## config.mk

```make
export PLATFORM = sky130hd
export DESIGN_NAME = rtc_display_scan
export DESIGN_NICKNAME = d
export VERILOG_FILES = /design/src/rtl/rtc_pkg.sv /design/src/rtl/seg7_decode.sv /design/src/rtl/rtc_display_scan.sv
export SDC_FILE = /design/constraint.sdc
export NUM_CORES = 1
export LEC_CHECK = 0
export CORE_MARGIN = 10
export CORE_UTILIZATION = 50
export CTS_CLUSTER_SIZE = 40
export DETAILED_ROUTE_END_ITERATION = 12
export DONT_BUFFER_PORTS = 1
export SYNTH_ARGS = -nofsm -noshare
export SYNTH_HDL_FRONTEND = slang
export SYNTH_SLANG_ARGS = --single-unit
```

## constraint.sdc

```tcl
create_clock -name clk -period 7.5 [get_ports clk]
set_input_delay 1.125 -clock clk [delete_from_list [all_inputs] [get_ports clk]]
set_output_delay 1.125 -clock clk [all_outputs]
set_load 0.005 [all_outputs]
```

## src/rtl/rtc_pkg.sv

```systemverilog
// rtc_pkg: shared digit indices, 7-segment patterns ({g..a}, active-high) and BCD decoder
package rtc_pkg;
  localparam logic [2:0] DIG_SL = 3'd0;
  localparam logic [2:0] DIG_SM = 3'd1;
  localparam logic [2:0] DIG_ML = 3'd2;
  localparam logic [2:0] DIG_MM = 3'd3;
  localparam logic [2:0] DIG_HL = 3'd4;
  localparam logic [2:0] DIG_HM = 3'd5;
  localparam logic [6:0] SEG_BLANK = 7'b0000000;
  localparam logic [6:0] SEG_DASH  = 7'b1000000;
  localparam logic [6:0] SEG_0 = 7'b0111111;
  localparam logic [6:0] SEG_1 = 7'b0000110;
  localparam logic [6:0] SEG_2 = 7'b1011011;
  localparam logic [6:0] SEG_3 = 7'b1001111;
  localparam logic [6:0] SEG_4 = 7'b1100110;
  localparam logic [6:0] SEG_5 = 7'b1101101;
  localparam logic [6:0] SEG_6 = 7'b1111101;
  localparam logic [6:0] SEG_7 = 7'b0000111;
  localparam logic [6:0] SEG_8 = 7'b1111111;
  localparam logic [6:0] SEG_9 = 7'b1101111;

  function automatic logic [6:0] bcd_to_seg(input logic [3:0] d);
    case (d)
      4'd0:    return SEG_0;
      4'd1:    return SEG_1;
      4'd2:    return SEG_2;
      4'd3:    return SEG_3;
      4'd4:    return SEG_4;
      4'd5:    return SEG_5;
      4'd6:    return SEG_6;
      4'd7:    return SEG_7;
      4'd8:    return SEG_8;
      4'd9:    return SEG_9;
      default: return SEG_DASH;
    endcase
  endfunction
endpackage

```

## src/rtl/seg7_decode.sv

```systemverilog
// seg7_decode: BCD digit to active-high segments {g..a}; non-BCD shows a dash
//   digit in 4  value to show
//   blank in 1  force all segments off
//   seg   out 7 active-high segment pattern
module seg7_decode
  import rtc_pkg::*;
(
  input  logic [3:0] digit,
  input  logic       blank,
  output logic [6:0] seg
);
  always_comb seg = blank ? SEG_BLANK : bcd_to_seg(digit);
endmodule

```

## src/rtl/rtc_display_scan.sv

```systemverilog
// rtc_display_scan: snapshots rtc BCD time once per frame and scans it onto a 6-digit 7-seg display
//   clk, rst (sync, active-low)
//   sl,sm,ml,mm,hl,hm in 4  BCD time digits (hours 24h)
//   mode_12h, blank_lz in 1 12h display / leading hour zero blanking
//   seg out 7, dp out 1, an out 6  display pins (polarity set by ACTIVE_LOW)
//   pm out 1  snapshot hour >= 12;  frame out 1  pulse when snapshot taken
module rtc_display_scan
  import rtc_pkg::*;
#(
  parameter int REFRESH_DIV = 1000,
  parameter int GHOST_CYC   = 4,
  parameter int ACTIVE_LOW  = 1
) (
  input  logic       clk,
  input  logic       rst,
  input  logic [3:0] sl,
  input  logic [3:0] sm,
  input  logic [3:0] ml,
  input  logic [3:0] mm,
  input  logic [3:0] hl,
  input  logic [3:0] hm,
  input  logic       mode_12h,
  input  logic       blank_lz,
  output logic [6:0] seg,
  output logic       dp,
  output logic [5:0] an,
  output logic       pm,
  output logic       frame
);
  localparam int CW = $clog2(REFRESH_DIV);
  localparam logic INV = ACTIVE_LOW != 0;
  logic [CW-1:0]   div_cnt;
  logic [2:0]      idx;
  logic            live;
  logic [5:0][3:0] sh;
  logic            tick;
  logic [6:0]      h_bin, h_c;
  logic            h_ok, pm_n;
  logic [3:0]      h_t, h_u;
  logic [6:0]      seg_d, seg_a;
  logic [5:0]      an_a;
  logic            dp_a;
  assign tick = div_cnt == CW'(REFRESH_DIV - 1);
  // Hours are converted once at snapshot time; anything out of range passes through raw.
  always_comb begin
    h_bin = 7'(hm) * 7'd10 + 7'(hl);
    h_ok  = hm <= 4'd9 && hl <= 4'd9 && h_bin <= 7'd23;
    pm_n  = h_ok && h_bin >= 7'd12;
    h_c   = h_bin == 7'd0 ? 7'd12 : h_bin > 7'd12 ? h_bin - 7'd12 : h_bin;
    h_t   = (mode_12h && h_ok) ? 4'(h_c >= 7'd10) : hm;
    h_u   = (mode_12h && h_ok) ? 4'(h_c >= 7'd10 ? h_c - 7'd10 : h_c) : hl;
  end
  seg7_decode u_dec (
    .digit(sh[idx]),
    .blank(blank_lz && idx == DIG_HM && sh[DIG_HM] == 4'd0),
    .seg  (seg_d)
  );
  // Nothing is lit until the first snapshot after reset has been taken.
  always_comb begin
    seg_a = live ? seg_d : SEG_BLANK;
    an_a  = (live && div_cnt >= CW'(GHOST_CYC)) ? 6'(1) << idx : 6'd0;
    dp_a  = live && (idx == DIG_ML || idx == DIG_HL) && !sh[DIG_SL][0];
  end
  always_ff @(posedge clk) begin
    if (!rst) begin
      div_cnt <= '0;
      idx     <= DIG_SL;
      live    <= 1'b0;
      sh      <= '0;
      pm      <= 1'b0;
      frame   <= 1'b0;
      seg     <= {7{INV}};
      an      <= {6{INV}};
      dp      <= INV;
    end else begin
      div_cnt <= tick ? '0 : div_cnt + 1'b1;
      frame   <= 1'b0;
      if (tick) begin
        if (!live || idx == DIG_HM) begin
          sh    <= {h_t, h_u, mm, ml, sm, sl};
          pm    <= pm_n;
          frame <= 1'b1;
          live  <= 1'b1;
          idx   <= DIG_SL;
        end else begin
          idx <= idx + 3'd1;
        end
      end
      seg <= seg_a ^ {7{INV}};
      an  <= an_a ^ {6{INV}};
      dp  <= dp_a ^ INV;
    end
  end
endmodule
```

* Yosys cells after proc, flatten, opt, wreduce, memory -nomap -nowiden
Memory sizes are Yosys's and may differ from the RTL's. Cells that the tools add are included.
Word-level totals: register bits after elaboration 54, memory bits (read-only) 112, input bits 28, memories 1
Operators by class: $add $sub $neg 5, multipliers 1, $lt $le $gt $ge 8, eq/ne operators 4, shift operators 1, muxes and demuxes 12, bitwise operators 4, reduce and logical (&&, ||, !) cells 18
Memory list:
- (name not given) | words 16, bits a word 7, read ports 1, clocked after Yosys merged registers in 0, write ports 0, RTL line rtc_pkg.sv:23 | case (d)
Operators with widths (number):
- $mux W7 | 4
- $mux W4 | 4
- $ge A7 B4 Y1 const B | 2
- $bmux W4 S3 | 1
- $add A10 B1 Y10 const B | 1
- $eq A10 B10 Y1 const B | 1
- $ge A10 B3 Y1 const B | 1
- $logic_and A1 B1 Y1 | 9
- $le A4 B4 Y1 const B | 2
- $add A7 B4 Y7 | 1
- $gt A7 B4 Y1 const B | 1
- $le A7 B5 Y1 const B | 1
- $logic_not A7 Y1 | 1
- $not A7 Y7 | 1
- $sub A7 B4 Y7 const B | 1
- $eq A3 B3 Y1 const B | 2
- $mul A4 B3 Y6 const B | 1
- $mux W6 | 1
- $not A6 Y6 | 1
- $shl A1 B3 Y6 const A | 1
- $logic_not A4 Y1 | 1
- $lt A3 B4 Y1 const B | 1
- $reduce_and A2 Y1 | 2
- $sub A4 B4 Y4 const B | 1
- other kinds (8) | 11

* Logic depth before layout (Yosys ltp)
Gate-level depths: netlist of the first run.
depth after elaboration 8, depth in mapped cells 13, mapped depth without buffers 13

* Cells and area by module
A second synthesis of the first run with hierarchy kept.
Unflattened totals: cells, all modules 366, area, all modules 3118.0 µm²
By module, submodules not included:
- rtc_display_scan | instances 1, cells an instance 333, area an instance 2902.8 µm²
- seg7_decode | instances 1, cells an instance 33, area an instance 215.2 µm²

* Worst setup path after synthesis of the first run
No wires, ideal clock.
path kind in2reg, start point input hm[0], end point register sh[18] (netlist bit), library setup time 0.120 ns, data arrival time 3.804 ns, data required time 7.380 ns, slack 3.577 ns, cell stages on the path 12, cell sequence ha_1 -> ha_1 -> and3_4 -> or3_4 -> a211o_1 -> nand2_1 -> mux2_2 -> ha_1 -> o41ai_2 -> a21oi_2 -> mux2i_1 -> o31a_1
Between the ends: cells in the longest elaborated chain, start to end 8, elaborated cells between the ends (all ways) 16
RTL lines:
- start, declared | RTL line rtc_display_scan.sv:21 | input logic [3:0] hm,
- $mul A4 B3 Y6 | RTL line rtc_display_scan.sv:46 | h_bin = 7'(hm) * 7'd10 + 7'(hl);
- $add A7 B4 Y7 | RTL line rtc_display_scan.sv:46
- $sub A7 B4 Y7 / $gt A7 B4 Y1 (equally long branches) | RTL line rtc_display_scan.sv:49 | h_c = h_bin == 7'd0 ? 7'd12 : h_bin > 7'd12 ? h_bin - 7'd12 : h_bin;
- $mux W7 (2 in a row) | RTL line rtc_display_scan.sv:49
- $ge A7 B4 Y1 / $sub A4 B4 Y4 (equally long branches) | RTL line rtc_display_scan.sv:51 | h_u = (mode_12h && h_ok) ? 4'(h_c >= 7'd10 ? h_c - 7'd10 : h_c) : hl;
- $mux W4 | RTL line rtc_display_scan.sv:51
- $mux W4 (*) | RTL line rtc_display_scan.sv:51
- end signal, assigned | RTL line rtc_display_scan.sv:80 | sh <= {h_t, h_u, mm, ml, sm, sl};
- end, declared | RTL line rtc_display_scan.sv:35 | logic [5:0][3:0] sh;
Every way passes the cells marked *; elsewhere a longest branch is shown, timed or not. A chain may end at the register's enable or synchronous reset.

* Final worst setup path of the first run
Ends and elaborated chain as after synthesis.

==> run_results.csv, run 1 <==
group,metric,value,unit
outcome,outcome,"complete, no violations",
placement,hpwl,4760,µm
sta,timing.final.ws_setup,3.73,ns
synth,syn-num-nets,383,
finish,regArea,1080,µm²
setup_path,start_kind,"input pin",
global_route,grt_max_degree,35,
clock_tree,cts.sinks,54,
synth,ys_async_sr_fraction,0,%
detailed_routing,ant_nets,0,
setup_path,r2r-start,"div_cnt[0]",
clock_tree,cts_max_path_buffers,2,
sta,min_period,3.77,ns
finish,multi_input_area,1730,µm²
power_and_ir_drop,p_seq_share,54.5,%
clock_tree,h-tree-depth,2,
placement,portBuffers,0,
clock_tree,post_cts_resize_count,0,
finish,drive_gt1_share,6.75,%
sta,relSlewSlack,29.4,%
setup_path,worstPathArrival,3.96,ns
worst_hold_path,hp-start,"sh[12]",
sta,finClkSkew,0.00559,ns
floorplanning,io_pins,44,
clock_tree,postCtsHoldBufs,0,
setup_path,crit_required,7.70,ns
finish,fin_util,54.3,%
clock_tree,clkTransAtPathRegs,0.09,ns
clock_tree,cts_tree,"yes",
detailed_routing,num_vias,2224,
detailed_routing,routedWlPerCell,15.5,µm
detailed_routing,drtIter0Drc,61,
sta,setup_viol,0,
synth,ys_ff_latch,54,
synth,synth-warning-count,0,
placement,place_inst,391,
finish,final_net_count,379,
clock_tree,cts_setup_buffers,0,
synth,synth_ff_type,"dfxtp_1",
setup_path,path_cells,"ha_1, ha_1, and3_4, or3_4, a211o_1, nand2_1, mux2_2, ha_1, o41ai_2, a21oi_2, mux2i_1, o31a_1",
synth,yosys-top-cells-area,"dfxtp_1 37%, ha_1 9.9%, nand2_1 7.9%",
detailed_routing,drt-met1-wl,2950,µm
synth,synth_top_cell_by_area,"dfxtp_1",
setup_path,crit_start,"hm[0]",
setup_path,crit_fanout,5,
finish,antennaDiodeCount,0,
floorplanning,dieArea,9260,µm²
setup_path,cpPeakStageDelay,0.39,ns
setup_path,worst-setup-path-type,"input pin to register",
synth,synth_common_cells,"61 x nand2_1, 54 x dfxtp_1, 23 x ha_1, 22 x a21boi_0, 19 x nand3_1",
global_route,grt_usage,13.6,%
sta,fmax,265,MHz
floorplanning,initial_core_util,52.1,%
setup_path,slowest_stage,"or3_4",
power_and_ir_drop,irDropWorstVdd,87.5,µV
power_and_ir_drop,power.switching,140,µW
sta,final-hold-violation-count,0,
setup_path,crit_family,"adder cells",
synth,yosysSeqAreaShare,37.2,%
floorplanning,coreArea,5570,µm²
synth,synth_area,2900,µm²
setup_path,cp_num_buf_inv,0,
synth,synth.distinct_cells,49,
placement,dp_slack,3.43,ns
finish,area.growth.synth_to_final,4.31,%
detailed_routing,highest_layer,"met4",
sta,slew_violations,0,
detailed_routing,drc,0,
sta,worst_hold_slack,0.468,ns
power_and_ir_drop,power.internal,390,µW
sta,tightest_slew,1.06,ns
floorplanning,die_w,96.2,µm
synth,post_synth.cell_area_avg,8.80,µm²
global_route,grt_pass1_vias,2155,
power_and_ir_drop,pwr-share-clk,29.1,%
power_and_ir_drop,p_sw_share,26.4,%
setup_path,timing.critical_path.mode_cell,"ha_1",
power_and_ir_drop,p_comb_share,16.3,%
synth,yosysTopAreaCellShare,37.2,%
synth,yosysMostFrequentCell,"nand2_1",
floorplanning,die_height,96.2,µm
sta,timing.final.crit_share,50.2,%
detailed_routing,route.met2.wl,2820,µm
power_and_ir_drop,leakage,1.08,nW
finish,fillCellCount,555,
global_route,globalRouteOverflowTotal,0,
clock_tree,cts_root_buf,"clkbuf_8",
floorplanning,fp-row-count,27,
detailed_routing,via_per_inst,5.59,
detailed_routing,wl_met3,311,µm
finish,finalNonFillerCells,398,
sta,rsz0062_at_grt,"no",
detailed_routing,drtPass1Iterations,4,
flow_run,cap_violations,0,
setup_path,critPathCaptureType,"register",
global_route,antenna_found_initial,0,
placement,gp_congestion,0.945,
worst_hold_path,hp-class,"register to register",
power_and_ir_drop,cellPowerDensity,175,nW/µm²
synth,synth_edf_count,0,
global_route,grt_pass1_wl,10100,µm
detailed_routing,totalWireLength,6150,µm
clock_tree,cts-buffers-inserted,5,
sta,fin_tns_setup,0,ns
clock_tree,clkLatencyLatePin,0.30,ns
synth,synth_cells,330,
-- logic make-up (layout without fill, tap and decap cells) --
logic type,after synthesis,after routing,share of synthesized area [%]
xor gates and xnor gates,10,10,3.02
buffers and inverters,24,20,3.23
DFF,54,54,37.2
muxes,14,14,6.59
adders and majority gates,25,25,11.3
AOI/OAI and AO/OA,81,81,19.1
and+or+nand+nor,122,122,19.6
-- registers in the layout (all words and copies together), names as in the netlist --
name     cells
div_cnt     10
an           6
idx          3
pm           1
frame        1
dp           1
seg          7
live         1
sh          24
-- power groups by stage --
stage	combinational (mW)	sequential [mW]	clock, mW
finish	0.0867	0.290	0.155
global route	0.0961	0.290	0.167
CTS	0.0863	0.290	0.158
detailed placement	0.0852	0.296	0
global placement	0.0840	0.296	0
floorplan	0.0721	0.296	0
-- per-stage QoR --
step	instance area [µm²]	power, mW
after detailed placement	2950	0.382
final	3030	0.531
after floorplan	2900	0.368
after global placement	2950	0.380
after CTS	3030	0.534
after global routing	3030	0.554
-- per-layer routing --
metal,GRT usage (%),vias up
li1,-,1156
met1,17.7,1024
met4,4.05,0
met2,21.6,37
met3,3.42,7
met5,0,-
-- final timing paths --
check | end | slack (ns) | cells after the start
max | sh[18] | 3.73 | 12
min | sh[12] | 0.47 | 2
max reg2reg | sh[20] | 4.54 | 9
min reg2reg | sh[12] | 0.47 | 2
-- cells in the final DEF (no fill, tap or decap), types with 3 or more instances in the layout --
cell type / instances
nand2_1: 61
dfxtp_1: 54
ha_1: 23
a21boi_0: 22
nand3_1: 19
a21oi_1: 17
o21ai_0: 17
inv_1: 13
nor2_1: 12
mux2i_1: 9
xor2_1: 8
and3_1: 6
clkbuf_8: 5
mux4_2: 4
nor2b_1: 4
or3_1: 4
nor4_1: 3
nor3_1: 3
-- area by class of cell --
cell class / count / share of cell area (%)
Clock inverter: 1 / 0.248
Tap cell: 72 / 2.97
Inverter: 13 / 1.61
Multi-Input combinational cell: 252 / 57.1
Sequential cell: 54 / 35.7
Clock buffer: 6 / 2.40
-- worst min-delay path: stages, from the launching register on --
cell      delay, ns
dfxtp_1        0.32
nand2_1        0.05
a21boi_0       0.06
Note: power is estimated with default switching activity, not from simulation.
==> run 2, diff against run 1 <==
--- a/config.mk
+++ b/config.mk
@@ -10,6 +10,7 @@
 export CTS_CLUSTER_SIZE = 40
 export DETAILED_ROUTE_END_ITERATION = 12
 export DONT_BUFFER_PORTS = 1
+export PLACE_DENSITY = 0.68
 export SYNTH_ARGS = -nofsm -noshare
 export SYNTH_HDL_FRONTEND = slang
 export SYNTH_SLANG_ARGS = --single-unit
==> constraint.sdc (replaced) <==
create_clock -name clk -period 3.1 [get_ports clk]
set_input_delay 0.465 -clock clk [delete_from_list [all_inputs] [get_ports clk]]
set_output_delay 0.465 -clock clk [all_outputs]
set_load 0.005 [all_outputs]
==> run 2 against run 1 <==
  * Sequential power rose by 140%
  * Non-clock buffer count is 13 higher
  * Cell count up 3.5%
  * Clock-buffer cell count rose by 1
  * Clock power increased to 2.8 times the previous value
  * Worst hold slack worse by 0.20 ns
  * Via count grew 1.5%
  * Sequential cell count is the same
  * Critical path type unchanged
  * Critical endpoint is now sh[17]
==> run_results.csv, run 2 (same netlist as run 1, synthesis figures left out) <==
group,metric,value,unit
sta,final-hold-violation-count,0,
finish,final_cell_mix,"60 x nand2_1, 54 x dfxtp_1, 22 x a21boi_0",
setup_path,crit_required,3.31,ns
clock_tree,cts-buffers-inserted,5,
clock_tree,clkLatencyLatePin,0.31,ns
setup_path,worstPathArrival,3.02,ns
detailed_routing,routedWlPerCell,15.6,µm
worst_hold_path,hp-class,"input pin to register",
power_and_ir_drop,irDropWorstVdd,317,µV
finish,fillCellCount,514,
clock_tree,cts_max_path_buffers,2,
sta,setup_viol,0,
placement,gp_congestion,0.878,
clock_tree,cts.sinks,54,
floorplanning,fp-row-count,27,
detailed_routing,drtPass1Iterations,4,
setup_path,crit_fanout,4,
detailed_routing,drtIter0Drc,74,
clock_tree,cts_root_buf,"clkbuf_8",
detailed_routing,highest_layer,"met4",
setup_path,worst-setup-path-type,"input pin to register",
sta,slew_violations,0,
setup_path,crit_path_end,"sh[17]",
floorplanning,io_pins,44,
sta,relSlewSlack,60.4,%
finish,top_regs,"sh (24), div_cnt (10), seg (7)",
sta,finClkSkew,0.00684,ns
global_route,grt_usage,14.2,%
setup_path,r2r-start,"div_cnt[0]",
floorplanning,die_height,96.2,µm
detailed_routing,via_per_inst,5.48,
global_route,antenna_found_initial,0,
clock_tree,post_cts_resize_count,0,
placement,hpwl,4980,µm
detailed_routing,ant_nets,0,
sta,fin_tns_setup,0,ns
finish,final_net_count,392,
power_and_ir_drop,cellPowerDensity,430,nW/µm²
clock_tree,cts_tree,"yes",
sta,tightest_slew,0.589,ns
placement,dp_slack,-0.0327,ns
floorplanning,coreArea,5570,µm²
power_and_ir_drop,power,1.38,mW
setup_path,path_cells,"ha_1, fa_1, xor2_1, inv_1, a21oi_1, a21oi_1, a21oi_1, mux2_2, ha_2, o41ai_2, a21oi_2, buf_4, mux2i_1, nor2_1",
finish,regArea,1080,µm²
finish,registers.top_by_ff_count,"sh",
finish,multi_input_area,1790,µm²
setup_path,ff2ff_setup_slack,0.81,ns
sta,rsz0062_at_grt,"no",
detailed_routing,num_vias,2257,
detailed_routing,drt-met1-wl,3030,µm
placement,portBuffers,0,
setup_path,timing.critical_path.mode_cell,"a21oi_1",
sta,min_period,2.81,ns
finish,largest_register_ff_count,24,
finish,antennaDiodeCount,0,
setup_path,slowest_stage,"fa_1",
clock_tree,postCtsHoldBufs,0,
detailed_routing,wl_met3,348,µm
setup_path,start_kind,"input pin",
floorplanning,die_w,96.2,µm
clock_tree,h-tree-depth,2,
global_route,globalRouteOverflowTotal,0,
outcome,outcome,"complete, no violations",
finish,final_common_cell,"nand2_1",
clock_tree,cts_setup_buffers,0,
detailed_routing,totalWireLength,6440,µm
global_route,grt_pass1_vias,2230,
setup_path,crit_start,"hl[1]",
detailed_routing,route.met2.wl,2970,µm
setup_path,critPathCaptureType,"register",
setup_path,cpPeakStageDelay,0.45,ns
global_route,grt_pass1_wl,10500,µm
sta,timing.final.ws_setup,0.287,ns
global_route,grt_max_degree,35,
sta,timing.final.crit_share,90.7,%
floorplanning,dieArea,9260,µm²
flow_run,cap_violations,0,
sta,fmax,355,MHz
setup_path,worstReg2RegEnd,"sh[18]",
power_and_ir_drop,leakage,1.15,nW
floorplanning,initial_core_util,52.1,%
finish,area.growth.synth_to_final,10.6,%
setup_path,r2r_cells,8,
detailed_routing,drc,0,
clock_tree,clkTransAtPathRegs,0.10,ns
finish,drive_gt1_share,12.9,%
## run 2: per-layer routing
metal | global-route usage (%) | vias to the layer above
li1 | - | 1186
met1 | 18.1 | 1019
met2 | 22.5 | 43
met3 | 4.51 | 9
met4 | 3.81 | 0
met5 | 0 | -
## run 2: where the power goes
part           total [mW]  internal, mW  switching, mW
logic               0.248         0.125          0.123
registers           0.700         0.696        0.00378
clock network       0.431         0.205          0.227
## run 2: worst min-delay path by stage
stage / end / cells past startpoint / slack, ns / from
2_1_floorplan: dp / 1 / 0.43 / sh[0]
3_3_place_gp: sh[14] / 2 / 0.45 / sh[14]
3_5_place_dp: sh[16] / 2 / 0.46 / sh[16]
4_1_cts: live / 1 / 0.26 / rst
5_1_grt: live / 1 / 0.26 / rst
6_report: live / 1 / 0.27 / rst
## run 2: area by class of cell
type / count / share of cell area, %
clock inverter: 1 / 0.273
inverter: 13 / 1.52
multi-input combinational: 252 / 55.7
sequential: 54 / 33.7
clock buffer: 7 / 3.00
tap: 72 / 2.80
timing repair buffer: 13 / 3.04
## run 2: stage by stage
step	std cells	util, %	cell area, µm²	hold WS [ns]
2_1_floorplan	330	-	2960	0.434
3_3_place_gp	404	55.7	3110	0.449
3_5_place_dp	404	55.7	3110	0.457
4_1_cts	412	57.6	3210	0.262
5_1_grt	412	57.6	3210	0.257
6_report	412	57.6	3210	0.269
## run 2: worst max-delay path: cells and delay by family
| family | cells | cell delay, ns |
|---|---|---|
| fa+ha+maj | 3 | 0.86 |
| buf+inv | 2 | 0.27 |
| mux | 2 | 0.36 |
| simple gates | 1 | 0.05 |
| xor+xnor | 1 | 0.34 |
| compound gates | 5 | 0.67 |
==> run 3, diff against run 2 <==
--- a/config.mk
+++ b/config.mk
@@ -5,7 +5,7 @@
 export SDC_FILE = /design/constraint.sdc
 export NUM_CORES = 1
 export LEC_CHECK = 0
-export CORE_MARGIN = 10
+export CORE_MARGIN = 3
 export CORE_UTILIZATION = 50
 export CTS_CLUSTER_SIZE = 40
 export DETAILED_ROUTE_END_ITERATION = 12
==> run 3 against run 2 <==
  * Critical path type unchanged
  * Core utilization is 0.13 points higher
  * Maximum frequency up 0.77%
  * Critical endpoint is now sh[18]
  * Register-to-register slack hardly changed
==> run_results.csv, run 3 (same netlist as run 1, synthesis figures left out) <==
group,metric,value,unit
setup_path,worstPathArrival,2.99,ns
power_and_ir_drop,cellPowerDensity,441,nW/µm²
clock_tree,cts_tree,"yes",
detailed_routing,highest_layer,"met4",
detailed_routing,route.met2.wl,2610,µm
clock_tree,cts-buffers-inserted,5,
sta,fmax,358,MHz
sta,final-hold-violation-count,0,
clock_tree,cts_setup_buffers,0,
detailed_routing,drc,0,
clock_tree,cts.sinks,54,
clock_tree,cts_max_path_buffers,2,
placement,place_inst,404,
finish,antennaDiodeCount,0,
placement,gp_congestion,0.777,
sta,relSlewSlack,60.3,%
setup_path,worst-setup-path-type,"input pin to register",
clock_tree,clkLatencyLatePin,0.31,ns
global_route,globalRouteOverflowTotal,0,
finish,final_common_cell,"nand2_1",
sta,slew_violations,0,
detailed_routing,totalWireLength,5880,µm
sta,min_period,2.79,ns
clock_tree,h-tree-depth,2,
global_route,antenna_found_initial,0,
finish,drive_gt1_share,12.9,%
floorplanning,die_height,82.2,µm
setup_path,start_kind,"input pin",
floorplanning,dieArea,6760,µm²
detailed_routing,routedWlPerCell,14.3,µm
power_and_ir_drop,leakage,1.16,nW
detailed_routing,via_per_inst,5.50,
sta,timing.final.crit_share,90.1,%
global_route,grt_usage,19.1,%
sta,rsz0062_at_grt,"no",
power_and_ir_drop,power,1.42,mW
worst_hold_path,hp-class,"input pin to register",
setup_path,crit_fanout,5,
finish,fillCellCount,520,
finish,largest_register_ff_count,24,
setup_path,critPathCaptureType,"register",
detailed_routing,drt-met1-wl,2920,µm
finish,top_regs,"sh (24), div_cnt (10), seg (7)",
floorplanning,initial_core_util,52.1,%
detailed_routing,num_vias,2266,
sta,fin_tns_setup,0,ns
detailed_routing,drtIter0Drc,112,
finish,registers.top_by_ff_count,"sh",
outcome,outcome,"complete, no violations",
clock_tree,cts_root_buf,"clkbuf_8",
power_and_ir_drop,power.switching,357,µW
floorplanning,coreArea,5570,µm²
power_and_ir_drop,pwr-share-clk,33.2,%
finish,final_cell_mix,"60 x nand2_1, 54 x dfxtp_1, 22 x a21boi_0",
power_and_ir_drop,power.internal,1.06,mW
detailed_routing,drtPass1Iterations,4,
global_route,grt_pass1_vias,2197,
floorplanning,fp-row-count,27,
sta,worst_hold_slack,0.284,ns
finish,area.growth.synth_to_final,10.9,%
floorplanning,die_w,82.2,µm
clock_tree,clkTransAtPathRegs,0.10,ns
power_and_ir_drop,p_seq_share,49.4,%
global_route,grt_pass1_wl,10100,µm
detailed_routing,wl_met3,283,µm
finish,final_net_count,392,
floorplanning,io_pins,44,
sta,tightest_slew,0.591,ns
power_and_ir_drop,irDropWorstVdd,243,µV
placement,portBuffers,0,
placement,place_area,3110,µm²
flow_run,cap_violations,0,
detailed_routing,ant_nets,0,
placement,hpwl,4500,µm
finish,finalNonFillerCells,412,
sta,setup_viol,0,
clock_tree,post_cts_resize_count,0,
setup_path,crit_required,3.30,ns
power_and_ir_drop,p_comb_share,17.4,%
finish,finalInstanceArea,3220,µm²
global_route,grt_max_degree,35,
power_and_ir_drop,p_sw_share,25.1,%
sta,finClkSkew,0.00780,ns
clock_tree,postCtsHoldBufs,0,
-- run 3: changes by cell type in the layout (fill, tap and decap cells not counted), sizes merged --
| cell | before | now |
|---|---|---|
| clkbuf | 7 | 5 |
| inv | 13 | 14 |
| bufinv | 0 | 1 |
-- run 3: routing by layer --
| layer | GRT usage, % | vias to the layer above |
|---|---|---|
| met1 | 27.2 | 1029 |
| met3 | 4.88 | 8 |
| met5 | 0 | - |
| met2 | 29.0 | 50 |
| met4 | 4.49 | 0 |
| li1 | - | 1179 |
-- run 3: power groups by stage --
| stage | combinational, mW | sequential [mW] | clock [mW] |
|---|---|---|---|
| after floorplan | 0.187 | 0.716 | 0 |
| after global placement | 0.240 | 0.716 | 0 |
| after detailed placement | 0.244 | 0.717 | 0 |
| after CTS | 0.246 | 0.700 | 0.480 |
| after global routing | 0.278 | 0.701 | 0.517 |
| final | 0.247 | 0.700 | 0.471 |
-- run 3: final cells by class --
type | instances | area (µm²) | share of cell area, %
tap | 72 | 90.1 | 2.80
multi-input combinational | 252 | 1790 | 55.6
inverter | 13 | 48.8 | 1.52
timing repair buffer | 13 | 97.6 | 3.03
sequential | 54 | 1080 | 33.6
clock buffer | 5 | 68.8 | 2.14
clock inverter | 3 | 43.8 | 1.36
-- run 3: final timing paths --
check	startpoint	endpoint	depth (start not counted)	slack, ns
max reg2reg	div_cnt[0]	sh[17]	8	0.82
min reg2reg	sh[16]	sh[16]	2	0.47
max	hm[1]	sh[18]	12	0.31
min	rst	div_cnt[2]	1	0.28
-- run 3: through the flow --
step	utilization, %	setup WS (ns)
6_report	57.8	0.308
5_1_grt	57.8	0.141
4_1_cts	57.8	0.306
3_5_place_dp	55.7	-0.0105
3_3_place_gp	55.7	0.0236
2_1_floorplan	-	0.0184
-- run 3: worst max-delay path, stage by stage --
cell and delay [ns]:
ha_1 0.31, ha_4 0.17, fa_1 0.37, xor2_1 0.22, a211o_1 0.28, nand2_2 0.08
mux2_2 0.35, ha_2 0.21, o41ai_2 0.06, a21oi_2 0.12, mux2i_1 0.13, o31a_1 0.23
